### config.mk
export PLATFORM = sky130hd
export DESIGN_NAME = mips_debug_frame_serializer
export DESIGN_NICKNAME = d
export VERILOG_FILES = /design/src/rtl/mips_debug_frame_serializer.sv
export SDC_FILE = /design/constraint.sdc
export NUM_CORES = 1
export LEC_CHECK = 0
export CAP_MARGIN = 0
export CORE_AREA = 4 4 381 383
export CTS_BUF_LIST = sky130_fd_sc_hd__clkbuf_8
export DETAILED_ROUTE_END_ITERATION = 7
export DIE_AREA = 0 0 385 387
export PLACE_DENSITY_LB_ADDON = 0.1
export SYNTH_ARGS = -nofsm -noshare
export SYNTH_HDL_FRONTEND = slang
export SYNTH_SLANG_ARGS = --single-unit
export TNS_END_PERCENT = 50
### constraint.sdc
create_clock -name i_clock -period 2.2 [get_ports i_clock]
set_clock_uncertainty 0.05 [all_clocks]
set_input_delay 0.33 -clock i_clock [delete_from_list [all_inputs] [get_ports i_clock]]
set_output_delay 0.33 -clock i_clock [all_outputs]
set_load 0.02 [all_outputs]
### src/rtl/mips_debug_frame_serializer.sv
// Debug-link data source: on a one-cycle request, streams a fixed-length burst of frames taken from a GPR,
// the PC, a pipeline latch group or data/instruction memory, flagging the last frame with o_eod.
module mips_debug_frame_serializer #(
  parameter int NB_FRAME      = 32,
  parameter int NB_BUFFER     = 96,
  parameter int NB_ADDR_DATA  = 16,
  parameter int NB_INSTR_ADDR = 9
) (
  input  logic                     i_clock,
  input  logic                     i_reset,
  input  logic                     i_request_valid,
  input  logic [5:0]               i_request_select,
  input  logic [NB_ADDR_DATA-1:0]  i_mem_addr,
  output logic [4:0]               o_reg_addr,
  input  logic [NB_FRAME-1:0]      i_reg_data,
  input  logic [NB_FRAME-1:0]      i_pc,
  input  logic [NB_BUFFER-1:0]     i_latch_fetch_d,
  input  logic [NB_BUFFER-1:0]     i_latch_fetch_c,
  input  logic [NB_BUFFER-1:0]     i_latch_deco_d,
  input  logic [NB_BUFFER-1:0]     i_latch_deco_c,
  input  logic [NB_BUFFER-1:0]     i_latch_exec_d,
  input  logic [NB_BUFFER-1:0]     i_latch_exec_c,
  input  logic [NB_BUFFER-1:0]     i_latch_mem_d,
  input  logic [NB_BUFFER-1:0]     i_latch_mem_c,
  output logic                     o_dmem_rd_en,
  output logic [NB_ADDR_DATA-1:0]  o_dmem_addr,
  input  logic [NB_FRAME-1:0]      i_dmem_data,
  output logic                     o_imem_rd_en,
  output logic [NB_INSTR_ADDR-1:0] o_imem_addr,
  input  logic [NB_FRAME-1:0]      i_imem_data,
  output logic [NB_FRAME-1:0]      o_frame,
  output logic                     o_frame_valid,
  output logic                     o_eod,
  output logic                     o_busy
);

  localparam int N_WORDS = NB_BUFFER / NB_FRAME;
  localparam int CNT_W   = $clog2(N_WORDS + 1);
  localparam logic [CNT_W-1:0]              CNT_ONE  = 1;
  localparam logic [CNT_W-1:0]              CNT_LAST = CNT_W'(N_WORDS - 1);
  localparam logic [NB_ADDR_DATA-1:0]       ADDR_ONE = 1;
  localparam logic [NB_BUFFER-NB_FRAME-1:0] PAD      = '0;

  typedef enum logic [1:0] {IDLE, SNAP, PRIME, SEND} state_t;
  typedef enum logic [1:0] {SRC_SNAP, SRC_DMEM, SRC_IMEM} src_t;

  state_t                  state_q, state_d;
  src_t                    src_q, src_d;
  logic [NB_BUFFER-1:0]    snap_q, snap_d;
  logic [NB_ADDR_DATA-1:0] addr_q, addr_d;
  logic [CNT_W-1:0]        cnt_q, cnt_d;
  logic [NB_FRAME-1:0]     frame_q, frame_d;
  logic                    valid_q, valid_d;
  logic                    eod_q, eod_d;
  logic                    busy_q, busy_d;
  logic                    rd_issue;

  always_comb begin
    state_d  = state_q;
    src_d    = src_q;
    snap_d   = snap_q;
    addr_d   = addr_q;
    cnt_d    = cnt_q;
    frame_d  = frame_q;
    valid_d  = valid_q;
    eod_d    = eod_q;
    busy_d   = busy_q;
    rd_issue = 1'b0;
    case (state_q)
      IDLE: begin
        if (i_request_valid) begin
          busy_d  = 1'b1;
          cnt_d   = '0;
          addr_d  = i_mem_addr;
          src_d   = SRC_SNAP;
          state_d = SNAP;
          if (!i_request_select[5]) begin
            snap_d = {i_reg_data, PAD};
          end else begin
            case (i_request_select)
              6'b100000: begin src_d = SRC_DMEM; state_d = PRIME; end
              6'b100001: begin src_d = SRC_IMEM; state_d = PRIME; end
              6'b100010: snap_d = {i_pc, PAD};
              6'b100100: snap_d = i_latch_fetch_d;
              6'b100101: snap_d = i_latch_fetch_c;
              6'b100110: snap_d = i_latch_deco_d;
              6'b100111: snap_d = i_latch_deco_c;
              6'b101000: snap_d = i_latch_exec_d;
              6'b101001: snap_d = i_latch_exec_c;
              6'b101010: snap_d = i_latch_mem_d;
              6'b101011: snap_d = i_latch_mem_c;
              // Undefined selects still produce a full burst (of zeros) so the link never stalls.
              default:   snap_d = '0;
            endcase
          end
        end
      end
      SNAP: begin
        frame_d = snap_q[NB_BUFFER-1 -: NB_FRAME];
        snap_d  = snap_q << NB_FRAME;
        valid_d = 1'b1;
        eod_d   = (N_WORDS == 1);
        state_d = SEND;
      end
      PRIME: begin
        rd_issue = 1'b1;
        addr_d   = addr_q + ADDR_ONE;
        frame_d  = '0;
        valid_d  = 1'b1;
        eod_d    = (N_WORDS == 1);
        state_d  = SEND;
      end
      SEND: begin
        if (cnt_q == CNT_LAST) begin
          frame_d = '0;
          valid_d = 1'b0;
          eod_d   = 1'b0;
          busy_d  = 1'b0;
          state_d = IDLE;
        end else begin
          cnt_d = cnt_q + CNT_ONE;
          eod_d = (cnt_d == CNT_LAST);
          if (src_q == SRC_SNAP) begin
            frame_d = snap_q[NB_BUFFER-1 -: NB_FRAME];
            snap_d  = snap_q << NB_FRAME;
          end else begin
            rd_issue = 1'b1;
            addr_d   = addr_q + ADDR_ONE;
          end
        end
      end
      default: state_d = IDLE;
    endcase
  end

  always_ff @(posedge i_clock or negedge i_reset) begin
    if (!i_reset) begin
      state_q <= IDLE;
      src_q   <= SRC_SNAP;
      snap_q  <= '0;
      addr_q  <= '0;
      cnt_q   <= '0;
      frame_q <= '0;
      valid_q <= 1'b0;
      eod_q   <= 1'b0;
      busy_q  <= 1'b0;
    end else begin
      state_q <= state_d;
      src_q   <= src_d;
      snap_q  <= snap_d;
      addr_q  <= addr_d;
      cnt_q   <= cnt_d;
      frame_q <= frame_d;
      valid_q <= valid_d;
      eod_q   <= eod_d;
      busy_q  <= busy_d;
    end
  end

  // Memory words come straight from the memory's output register, which keeps the same latency as snapshots.
  always_comb begin
    o_frame = frame_q;
    if (valid_q && src_q == SRC_DMEM) begin
      o_frame = i_dmem_data;
    end else if (valid_q && src_q == SRC_IMEM) begin
      o_frame = i_imem_data;
    end
  end

  assign o_reg_addr    = (state_q == IDLE && i_request_valid && !i_request_select[5]) ?
                         i_request_select[4:0] : 5'd0;
  assign o_dmem_rd_en  = rd_issue && (src_q == SRC_DMEM);
  assign o_imem_rd_en  = rd_issue && (src_q == SRC_IMEM);
  assign o_dmem_addr   = addr_q;
  assign o_imem_addr   = addr_q[NB_INSTR_ADDR-1:0];
  assign o_frame_valid = valid_q;
  assign o_eod         = eod_q;
  assign o_busy        = busy_q;

endmodule

==> qor.csv <==
stage;metric;value;unit
status;status;complete, but fails checks;
status;failed_checks;negative setup slack;
route;firstDrtPassIters;5;
setup_path;crit_path_start;src_q[0];
final_layout;final_common_cell;clkdlybuf4s50_1;
synthesis;postSynthAreaPerCell;8.37;um^2
route;ant_nets;0;
placed_design;dp_hpwl;124000;um
synthesis;ys_seq_area_frac;0.321;
final_layout;layout_common_cells;clkdlybuf4s50_1 (938), a22oi_1 (377), buf_4 (222), dfrtp_1 (151), nand2_1 (142);
setup_path;path_max_fanout;10;
synthesis;synth_area_leaders;dfrtp_1 (32%), a22oi_1 (24%), nand2_1 (4.7%);
floorplan;die_h;387;um
route;dr.first_iter.drc_count;1162;
synthesis;synth_ff_type;dfrtp_1;
sta;final.min_clock_period;2.51;ns
synthesis;yosysTopAreaCellShare;0.321;
route;vias_per_cell;4.05;
clocking;cts_max_level;4;
route;drc;0;
pwr;p_per_area;796;nW/um^2
final_layout;area_growth;139;%
synthesis;synth_area_leader_cell;dfrtp_1;
setup_path;r2r-end;snap_q[54];
sta;slew_violations;0;
placed_design;port_buffers;987;
route;drt-wirelength-per-cell;32.7;um
pwr;ir_worst_vdd;0.507;mV
clocking;cts_buffer_depth;2;
sta;setup_viol;107;
setup_path;crit_path_end_kind;output port;
sta;maxSlewHeadroom;0.576;
clocking;clock_latency;0.58;ns
floorplan;rows;138;
synthesis;synthCells;1423;
clocking;numCtsBuffers;17;
setup_path;cp-start-kind;flop;
sta;fin_crit_sh;1.14;
floorplan;design.core.area;141000;um^2
synthesis;async_flop_share;1.00;
synthesis;ys_types;53;
synthesis;netlist_area;11900;um^2
setup_path;timing.rr.start;state_q[0];
final_layout;drive_gt1_frac;0.208;
setup_path;cp.arrival;2.13;ns
clocking;cts_sinks;153;
setup_path;ff2ff_setup_slack;-0.19;ns
grt;grt_util_all_layers;0.188;
synthesis;yosysWarnings;0;
hold_path;min_path_type;in -> async;
route;wirelength;147000;um
sta;fmax;399;MHz
grt;overflow;0;
floorplan;start_util;0.0843;
sta;rsz0062_at_grt;true;
setup_path;r2r_cells;11;
sta;tightest_slew;0.636;ns
floorplan;die_w;385;um
synthesis;synth_edf_count;0;
setup_path;path_class;reg -> out;
synthesis;synth_seq_cells;153;
synthesis;synth.net_count;2352;
sta;fin_ws;-0.306;ns
clocking;cts_tree;done;
final_layout;filler_cell_count;15600;
grt;grt_pass1_wl;189000;um
clocking;clk_pin_slew_worst_paths;0.12;ns
sta;tns;-14.28;ns
setup_path;cp.required;1.82;ns
final_layout;layout.nets;3502;
grt;grt_max_degree;65;
setup_path;cp-endpoint;o_frame[29];
floorplan;dieArea;149000;um^2
sta;hold_violations;0;
flow_run;cap_violations;0;
pwr;design_power_total;0.0227;W
grt;antenna_found_initial;96;
route;num_vias;18200;
pwr;leakagePower;10.6;nW
floorplan;ios;988;
placed_design;gp_congestion;0.913;
clocking;cts_root_buf;clkbuf_8;
grt;grt_pass1_vias;19400;
registers in the layout, summed over array words and instances, names as in the netlist:
signal         count
o_eod              1
state_q            2
cnt_q              2
snap_q            96
o_dmem_addr       16
frame_q           32
o_frame_valid      1
src_q              2
o_busy             1
where the power goes:
group	total, W	internal, W	switching (W)
Combinational	0.0156	0.00772	0.00792
Clock	0.00255	0.000977	0.00157
Sequential	0.00447	0.00365	0.000826
Total	0.0227	0.0123	0.0103
worst min path at each step:
stage / start / end / depth (start not counted)
after floorplan: i_reset / cnt_q[0] / 0
after global placement: i_reset / snap_q[28] / 1
after detailed placement: i_reset / snap_q[95] / 1
after CTS: i_reset / snap_q[25] / 2
after global routing: i_reset / snap_q[25] / 2
final: i_reset / snap_q[28] / 2
worst max-delay path, stage by stage, from the launching register on:
cell,delay [ns]
dfrtp_1,0.43
nand3b_1,0.25
buf_12,0.20
buf_12,0.15
mux2i_2,0.16
o21ai_2,0.20
buf_12,0.15
area by class of cell:
cell class / count / area [um^2] / area share
sequential: 153 / 3830 / 0.135
timing repair buffer: 1291 / 13400 / 0.471
multi-input combinational: 1100 / 8340 / 0.293
clock buffer: 17 / 234 / 0.00822
inverter: 10 / 45.0 / 0.00158
tap: 1890 / 2360 / 0.0831
clock inverter: 15 / 204 / 0.00717
antenna: 16 / 40.0 / 0.00141
per-layer routing:
layer,wire length (um),global-route usage,up-vias
li1,-,-,8086
met1,58100,0.220,9022
met2,77000,0.351,846
met3,9670,0.0454,185
met4,2030,0.0270,34
met5,241,0,-
synthesized netlist by cell type (3+ instances only):
cell       number
a22oi_1       379
dfrtp_1       153
nand2_1       149
clkbuf_1      122
o21ai_0        91
nand4_1        76
nor2_1         40
a22o_1         39
and3_1         37
mux2i_1        37
a221o_1        35
a21oi_1        34
a211oi_1       25
nor3_1         21
a221oi_1       20
and4_1         19
a2bb2oi_1      15
buf_1          15
nand3_1        12
buf_4          10
inv_1          10
buf_2           9
o22ai_1         9
ha_1            8
and2_1          6
buf_6           6
nand2b_1        5
nor2b_1         4
nor3b_1         3
or3_1           3
kinds of logic (layout without fill, tap and decap cells):
kind of cell | count (synthesis) | in the layout | synth area share
other | 0 | 16 | 0
muxes | 40 | 40 | 0.0349
and+or+nand+nor | 387 | 389 | 0.167
AOI/OAI and AO/OA | 663 | 663 | 0.407
adders and majority gates | 8 | 8 | 0.00840
buffers and inverters | 172 | 1333 | 0.0621
DFF | 153 | 153 | 0.321
timing repair:
| action | 4_1_cts | 5_1_grt |
|---|---|---|
| hold endpoints to repair | 58 | 0 |
| setup endpoints to repair | 124 | 147 |
| gates cloned | 14 | 4 |
| setup buffers | 18 | 14 |
| pin swaps | 48 | 30 |
| hold buffers | 1 | 0 |
| resized for setup | 311 | 104 |
per-stage QoR:
step	hold WS (ns)	util	worst slack, ns	cells	area, um^2
detailed placement	0.263	0.186	-1.28	4398	26200
CTS	0.166	0.197	-0.435	4462	27900
global route	0.189	0.201	-0.437	4481	28400
finish	0.223	0.201	-0.306	4492	28500
floorplan	-0.0156	-	-0.0185	1423	12000
global placement	0.261	0.186	-1.22	4398	26200
Note: power is estimated with default switching activity, not from simulation.
